`config.mk`:
```
export PLATFORM = sky130hd
export DESIGN_NAME = instr_loader
export DESIGN_NICKNAME = d
export VERILOG_FILES = /design/src/rtl/instr_loader_pkg.sv /design/src/rtl/instr_loader_imem.sv /design/src/rtl/instr_loader.sv
export SDC_FILE = /design/constraint.sdc
export NUM_CORES = 1
export LEC_CHECK = 0
export ABC_AREA = 1
export BUFFER_PORTS_ARGS = -buffer_cell sky130_fd_sc_hd__buf_4
export CORE_MARGIN = 2
export CORE_UTILIZATION = 54
export CTS_CLUSTER_DIAMETER = 80
export DETAILED_ROUTE_END_ITERATION = 12
export PLACE_DENSITY = 0.7
export REMOVE_ABC_BUFFERS = 1
export SLEW_MARGIN = 0
export SYNTH_ARGS = -nofsm -noshare
export SYNTH_HDL_FRONTEND = slang
export SYNTH_HIERARCHICAL = 1
export SYNTH_SLANG_ARGS = --single-unit
```
`constraint.sdc`:
```
create_clock -name clk -period 4.5 [get_ports clk]
set_input_delay 0.9 -clock clk [delete_from_list [all_inputs] [get_ports clk]]
set_output_delay 0.9 -clock clk [all_outputs]
set_load 0.02 [all_outputs]
```
`src/rtl/instr_loader_pkg.sv`:
```
// Shared state definitions for the instruction loader and the processor blocks:
// loader FSM encoding, the default NOP word, byte-lane constants and a header check.
package instr_loader_pkg;

  typedef enum logic [2:0] {
    ST_IDLE    = 3'd0,
    ST_HEADER  = 3'd1,
    ST_PAYLOAD = 3'd2,
    ST_CHECK   = 3'd3,
    ST_RUN     = 3'd4,
    ST_ERROR   = 3'd5
  } state_e;

  localparam logic [31:0] NOP_WORD_DEFAULT = 32'h0000_0000;

  // Lane index of the byte that completes a big-endian word.
  localparam logic [1:0] LANE_LAST = 2'd3;

  // A program header is usable when it names 1..depth words.
  function automatic logic header_ok(input logic [7:0] n, input logic [7:0] depth);
    return (n != 8'd0) && (n <= depth);
  endfunction

endpackage

```
`src/rtl/instr_loader_imem.sv`:
```
// Instruction memory: DEPTH x 32, one synchronous write port, one combinational read port.
// Out-of-range addresses are ignored on write and read back as zero.
module instr_loader_imem #(
  parameter int DEPTH = 32
) (
  input  logic        clk,
  input  logic        we,
  input  logic [7:0]  waddr,
  input  logic [31:0] wdata,
  input  logic [7:0]  raddr,
  output logic [31:0] rdata
);

  localparam int AW = (DEPTH > 1) ? $clog2(DEPTH) : 1;
  localparam logic [7:0] DEPTH_B = 8'(DEPTH);

  logic [31:0] mem_q [DEPTH];

  always_ff @(posedge clk) begin
    if (we && (waddr < DEPTH_B)) begin
      mem_q[waddr[AW-1:0]] <= wdata;
    end
  end

  assign rdata = (raddr < DEPTH_B) ? mem_q[raddr[AW-1:0]] : 32'h0000_0000;

endmodule

```
`src/rtl/instr_loader.sv`:
```
// Serial program loader: header byte N, then 4N big-endian payload bytes into imem.
// Optional trailing XOR checksum byte when LOADER_CHECKSUM_EN is defined.
module instr_loader
  import instr_loader_pkg::*;
#(
  parameter int          DEPTH    = 32,
  parameter logic [31:0] NOP_WORD = NOP_WORD_DEFAULT
) (
  input  logic        clk,
  input  logic        reset,
  input  logic        load_start,
  input  logic [7:0]  byte_in,
  input  logic        byte_valid,
  output logic        byte_ready,
  input  logic [7:0]  PC,
  output logic [0:31] instruction,
  output logic        proc_run,
  output logic        load_error,
  output logic [7:0]  word_count
);

  localparam logic [7:0] DEPTH_B = 8'(DEPTH);

  state_e      state_q, state_d;
  logic [9:0]  byte_cnt_q, byte_cnt_d;
  logic [7:0]  wc_q, wc_d;
  logic [23:0] acc_q, acc_d;
`ifdef LOADER_CHECKSUM_EN
  logic [7:0]  csum_q, csum_d;
`endif

  logic        accept;
  logic        last_byte;
  logic        mem_we;
  logic [31:0] mem_wdata;
  logic [31:0] mem_rdata;

  assign accept    = byte_valid && byte_ready;
  assign last_byte = (byte_cnt_q[1:0] == LANE_LAST) && (byte_cnt_q[9:2] == (wc_q - 8'd1));
  assign mem_we    = (state_q == ST_PAYLOAD) && accept && (byte_cnt_q[1:0] == LANE_LAST);
  assign mem_wdata = {acc_q, byte_in};

  instr_loader_imem #(
    .DEPTH (DEPTH)
  ) u_imem (
    .clk   (clk),
    .we    (mem_we),
    .waddr (byte_cnt_q[9:2]),
    .wdata (mem_wdata),
    .raddr (PC),
    .rdata (mem_rdata)
  );

  always_comb begin
    state_d    = state_q;
    byte_cnt_d = byte_cnt_q;
    wc_d       = wc_q;
    acc_d      = acc_q;
`ifdef LOADER_CHECKSUM_EN
    csum_d     = csum_q;
`endif
    byte_ready = 1'b0;

    case (state_q)
      ST_IDLE, ST_RUN, ST_ERROR: begin
        if (load_start) begin
          state_d = ST_HEADER;
        end
      end

      ST_HEADER: begin
        byte_ready = 1'b1;
        if (accept) begin
          byte_cnt_d = 10'd0;
`ifdef LOADER_CHECKSUM_EN
          csum_d     = 8'd0;
`endif
          if (header_ok(byte_in, DEPTH_B)) begin
            wc_d    = byte_in;
            state_d = ST_PAYLOAD;
          end else begin
            state_d = ST_ERROR;
          end
        end
      end

      ST_PAYLOAD: begin
        byte_ready = 1'b1;
        if (accept) begin
          byte_cnt_d = byte_cnt_q + 10'd1;
          acc_d      = {acc_q[15:0], byte_in};
`ifdef LOADER_CHECKSUM_EN
          csum_d     = csum_q ^ byte_in;
          if (last_byte) state_d = ST_CHECK;
`else
          if (last_byte) state_d = ST_RUN;
`endif
        end
      end

`ifdef LOADER_CHECKSUM_EN
      ST_CHECK: begin
        byte_ready = 1'b1;
        if (accept) begin
          state_d = (byte_in == csum_q) ? ST_RUN : ST_ERROR;
        end
      end
`endif

      default: state_d = ST_IDLE;
    endcase
  end

  always_ff @(posedge clk) begin
    if (reset) begin
      state_q    <= ST_IDLE;
      byte_cnt_q <= 10'd0;
      wc_q       <= 8'd0;
      acc_q      <= 24'd0;
`ifdef LOADER_CHECKSUM_EN
      csum_q     <= 8'd0;
`endif
    end else begin
      state_q    <= state_d;
      byte_cnt_q <= byte_cnt_d;
      wc_q       <= wc_d;
      acc_q      <= acc_d;
`ifdef LOADER_CHECKSUM_EN
      csum_q     <= csum_d;
`endif
    end
  end

  // Words beyond the current program are stale from earlier loads and must stay hidden.
  always_comb begin
    instruction = NOP_WORD;
    if ((state_q == ST_RUN) && (PC < wc_q)) begin
      instruction = mem_rdata;
    end
  end

  assign proc_run   = (state_q == ST_RUN);
  assign load_error = (state_q == ST_ERROR);
  assign word_count = wc_q;

endmodule

```
# [Word-level counts from Yosys, hierarchy flattened]
# Memory sizes are Yosys's and may differ from the RTL's.
# Index checks and enable logic that the tools add are counted.
[op_classes] addsub=2 mux=14 n_reduce_logical=16 order_cmp=4 eq_ne=10
[ops] operator="32-bit 2-to-1 mux" count=2
[ops] operator="10-bit 2-to-1 mux" count=2
[ops] operator="10-bit case mux with 2 select lines" count=1
[ops] operator="8-bit by 6-bit < comparator with 1-bit output, second input constant" count=2
[ops] operator="3-bit 2-to-1 mux" count=5
[ops] operator="10-bit by 1-bit adder with 10-bit output, second input constant" count=1
[ops] operator="3-bit case mux with 3 select lines" count=1
[ops] operator="8-bit == test" count=1
[ops] operator="8-bit by 6-bit less-or-equal comparator with 1-bit output, second input constant" count=1
[ops] operator="8-bit < comparator" count=1
[ops] operator="2-bit inequality test, second input constant" count=4
[ops] operator="8-bit nonzero test" count=1
[ops] operator="8-bit by 1-bit subtractor with 8-bit output, second input constant" count=1
[ops] operator="1-bit logical AND" count=7
[ops] operator="3-bit == test, second input constant" count=2
[ops] operator="3-bit AND reduction" count=2
[ops] operator="4-bit AND reduction" count=1
[ops] operator="3-bit by 1-bit == test with 1-bit output, second input constant" count=1
[ops] operator="3-bit by 2-bit == test with 1-bit output, second input constant" count=1
[ops] operator="3-bit zero test" count=1
[ops] operator="1-bit 2-to-1 mux" count=3
[ops] operator="3-bit OR reduction" count=1
[ops] operator="2-bit == test, second input constant" count=1
[ops] operator="2-bit AND reduction" count=1
[ops] operator="other kinds (2)" count=2
[totals] memories=1 output_inout_bits=43 ramBits=1024 regBits=45 word_cells=51 input_bits=20
[mem_list] name="u_imem.mem_q" depth=32 word_bits=32 rd=1 rd_clocked_by_memory_dff=0 write_ports=1 line="instr_loader_imem.sv:17" source="logic [31:0] mem_q [DEPTH];"

# [Logic depth before layout (Yosys ltp)]
[logic_depth] depth_word=9 mapped_depth=14 ltp_nobuf=14

# [Modules after synthesis]
# Netlist, hierarchy kept.
[by_module_without_submodules] mod="instr_loader_imem" seq_area_each_um2=30749.5 instances=1 cells_per_inst=3536 area_each_um2=41680.0
[by_module_without_submodules] mod="instr_loader" seq_area_each_um2=900.9 instances=1 cells_per_inst=396 area_each_um2=2513.7

# [Worst setup path after synthesis]
# Ideal clock, no wire load.
[synth_path] kind="in2reg" from="input port byte_valid" to="memory u_imem.mem_q[0][0], enable pin" path_buffers=1 arrival_ps=3587 setup_ps=421 path_slack_ps=492 t_required_ps=4079 path_stages=9 cell_sequence="inv_1 nor2_8 inv_2 clkbuf_1 nor2_1 inv_1 nor4_1 nand3_1 nor2_1"
[synth_between] elab_chain_cells=6
[synth_lines] item="from (decl)" line="instr_loader.sv:13" source="input logic byte_valid,"
[synth_lines] item="1-bit logical AND" line="instr_loader.sv:38" source="assign accept = byte_valid && byte_ready;"
[synth_lines] item="1-bit logical AND (2 in a row)" line="instr_loader.sv:40" source="assign mem_we = (state_q == ST_PAYLOAD) && accept && (byte_cnt_q[1:0] == LANE_LAST);"
[synth_lines] item="named net mem_we" line="instr_loader.sv:34" source="logic mem_we;"
[synth_lines] item="1-bit logical AND" line="instr_loader_imem.sv:20" source="if (we && (waddr < DEPTH_B)) begin"
[synth_lines] item="1-bit 2-to-1 mux" line="instr_loader_imem.sv:20"
[synth_lines] item="1-bit 2-to-1 mux (implied by the code)" line="instr_loader_imem.sv:21" source="mem_q[waddr[AW-1:0]] <= wdata;"
[synth_lines] item="to (decl)" line="instr_loader_imem.sv:17"
# The timed path passes the listed nets, and every way through them passes these cells.

# [Worst setup path in the final report]
[layout_path] from="register wc_q[1] (netlist: word_count[1])" to="output port instruction[12] (netlist name)"
[layout_between] elab_chain_cells=3
[layout_lines] item="from (decl)" line="instr_loader.sv:26" source="logic [7:0] wc_q, wc_d;"
[layout_lines] item="from (signal assigned)" line="instr_loader.sv:126" source="wc_q <= wc_d;"
[layout_lines] item="8-bit < comparator" line="instr_loader.sv:137" source="if ((state_q == ST_RUN) && (PC < wc_q)) begin"
[layout_lines] item="1-bit logical AND" line="instr_loader.sv:137"
[layout_lines] item="32-bit 2-to-1 mux" line="instr_loader.sv:137"
[layout_lines] item="to (decl)" line="instr_loader.sv:16" source="output logic [0:31] instruction,"
# Every way passes these cells.

==> run summary <==
Result of the run = finished clean
Cell count after synthesis = 3932
Element type at the critical path start = register
Total GRT Usage = 28.0%
H-Tree Level Count = 3
Wire length of the first global-routing pass = 177000 um
Remaining number of nets flagged by the antenna check after routing = 0
Headroom to the max-slew limit = 22.7%
X dimension of the die = 290 um
Dominant cell type by area after synthesis = sky130_fd_sc_hd__edfxtp_1
Maximum Capacitance Violations = 0
Initial standard-cell utilization of the core = 54.7%
Antenna violations before repair = 0
Min-delay worst type = register to register
Unrepaired setup endpoints after global routing = false
Share of post-route cells with drive strength above 1 = 9.61%
Flip-flop and latch count after synthesis = 1069
Total CTS buffers = 105
Post-Synthesis Mean Instance Area = 11.2 um^2
Yosys Warn Count = 6
Vias after detailed routing = 30400
Total overflow reported by the global router = 0
Period minus WS final = 3990 ps
Final routed wirelength across all metal layers = 119000 um
Dominant synthesized flop cell = sky130_fd_sc_hd__edfxtp_1
Fin. Hold Viols = 0
Count of buffers added by post-CTS timing repair for setup = 0
DIE HEIGHT = 290 um
Via/cell ratio = 5.91
Ratio of total power to cell area = 432 nW/um^2
Total Power = 21.4 mW
Half-perimeter wire length after detailed placement = 63000 um
Commonest cells in the netlist = 1300 x sky130_fd_sc_hd__nand2_1, 1024 x sky130_fd_sc_hd__edfxtp_1, 711 x sky130_fd_sc_hd__nand3_1
Async set or reset register ratio after synthesis = 0%
Post-route setup slack = 509 ps
I/O pin count = 63
CTS-repair resized insts = 0
Static power due to leakage = 18.0 nW
Arrival time at the worst endpoint = 3090 ps
Maximum number of pins on one net before global-route repair = 131
Total number of placement rows = 104
Pre-CTS setup slack = 593 ps
Final setup viols = 0
Total clock sinks = 1069
Number of pins exceeding their max-slew limit in the final report = 0
Router iterations before antenna repair = 5
P&R area growth vs syn = 12.0%
CTS Buffer Depth = 3
Required time at the endpoint of the critical path = 3600 ps
CTS hold repair buffers = 0
Remaining DRCs = 0
Count of unique library cells instantiated by Yosys = 35
Worst-path fanout max = 17
Number of enable-type register cells in the synthesized netlist = 1024
Final worst path period share = 88.7%
Final Wtd Congestion = 0.809
Highest ir drop seen on vdd = 0.311 mV
Worst Setup Path Type = register to output pin
Floorplan Core Area = 80800 um^2
Highest clock rate = 0.251 GHz
Ranking of synthesized cells by area = sky130_fd_sc_hd__edfxtp_1 70%, sky130_fd_sc_hd__nand2_1 11%, sky130_fd_sc_hd__nand3_1 8.1%
Clock input transition at the sequential cells of the worst setup and hold paths = 60 ps
Routed length per placed instance = 23.1 um
Type of element capturing the critical path = output pin
Buffer cell driving the clock tree root = sky130_fd_sc_hd__clkbuf_16
Most numerous cell in the Yosys netlist = sky130_fd_sc_hd__nand2_1
Area of the mapped netlist = 44200 um^2
Quantity of I/O buffers inserted on ports = 62
Later-pin clock latency in the skew report = 680 ps
Clock tree from TritonCTS = done
Fillcell total = 6182
Transition time at the pin with the least slew margin = 1160 ps
Layout net count = 4022
Starting DRT DRC Count = 3848
Seq/Total Area, Yosys = 71.6%
Die area = 84100 um^2
Area share of the leading cell type in the synthesized netlist = 69.6%
Number of global-route vias before repair = 28600
Worst clock skew = 23.8 ps
==> flip-flops by register name (all words and copies together), names as in the netlist <==
signal        cells
acc_q            24
byte_cnt_q       10
u_imem/mem_q   1024
state_q           3
word_count        8
==> where the power goes <==
group | leakage (nW) | internal [mW] | switching (mW)
Sequential | 9.40 | 11.3 | 0.333
Clock | 1.61 | 4.65 | 3.68
Combinational | 6.96 | 0.410 | 1.01
Total | 18.0 | 16.3 | 5.02
==> final timing paths <==
check,startpoint,end,slack (ps),depth (start not counted)
setup / recovery,word_count[1],instruction[12],510,11
hold / removal,acc_q[5],u_imem/mem_q[19][13],470,0
setup reg to reg,state_q[1],u_imem/mem_q[10][7],870,12
hold reg to reg,acc_q[5],u_imem/mem_q[19][13],470,0
==> area by class of cell <==
cell class	instances	area [um^2]	area share, %
multi-input cells	2548	11100	22.4
repair buffers	188	1820	3.67
flip-flops and latches	1069	31700	63.9
clock inverters	60	415	0.839
inverters	81	334	0.675
diodes	1	2.50	0.00506
well taps	1060	1330	2.68
clock buffers	134	2850	5.75
==> critical path: stages (launching register included) <==
cell	delay, ps
sky130_fd_sc_hd__dfxtp_1	370
sky130_fd_sc_hd__inv_1	160
sky130_fd_sc_hd__ha_1	310
sky130_fd_sc_hd__o21ai_1	70
sky130_fd_sc_hd__nand2_1	100
sky130_fd_sc_hd__nand3_1	80
sky130_fd_sc_hd__nand2_1	70
sky130_fd_sc_hd__nand4_1	120
sky130_fd_sc_hd__o2111ai_4	460
sky130_fd_sc_hd__buf_12	360
sky130_fd_sc_hd__nor2_1	120
sky130_fd_sc_hd__buf_4	150
==> per-stage QoR <==
| step | cells | cell area [um^2] | util [%] | TNS (ps) | hold slack [ps] |
|---|---|---|---|---|---|
| after floorplan | 3698 | 42800 | - | -17250 | 471 |
| after global placement | 4946 | 46200 | 57.2 | 0 | 457 |
| after detailed placement | 4946 | 46200 | 57.2 | 0 | 465 |
| after CTS | 5140 | 49500 | 61.2 | 0 | 476 |
| after global routing | 5140 | 49500 | 61.2 | 0 | 488 |
| final | 5141 | 49500 | 61.3 | 0 | 473 |
==> placed cells by master, fill, tap and decap left out, drive strengths merged <==
master and count:
xor2 1, o21ai 126, clkbuf 134, dfxtp 45, a21boi 1, buf 188
nor4 1, o2111ai 1, a211oi 4, nand2b 1, edfxtp 1024, ha 9
a21oi 30, inv 86, a221oi 1, clkinvlp 4, diode 1, nand2 1302
nand3 711, nand4 3, nor3 7, bufinv 3, clkinv 48, nor2 346
or2 2, xnor2 2
==> layer usage <==
| metal | global-route usage [%] | routed length, um |
|---|---|---|
| met5 | 0 | 0 |
| met3 | 4.42 | 12600 |
| met4 | 9.49 | 3600 |
| met2 | 45.5 | 56000 |
| met1 | 38.8 | 46700 |
==> cells by family after synthesis <==
| group | share of synthesized area (%) |
|---|---|
| AO/OA/AOI/OAI | 1.92 |
| XOR/XNOR | 0.0595 |
| adder cells (fa/ha/maj) | 0.255 |
| buffers and inverters | 3.86 |
| flip-flops | 71.6 |
| AND/OR/NAND/NOR | 22.3 |
Power figures use the tool's default switching activity.
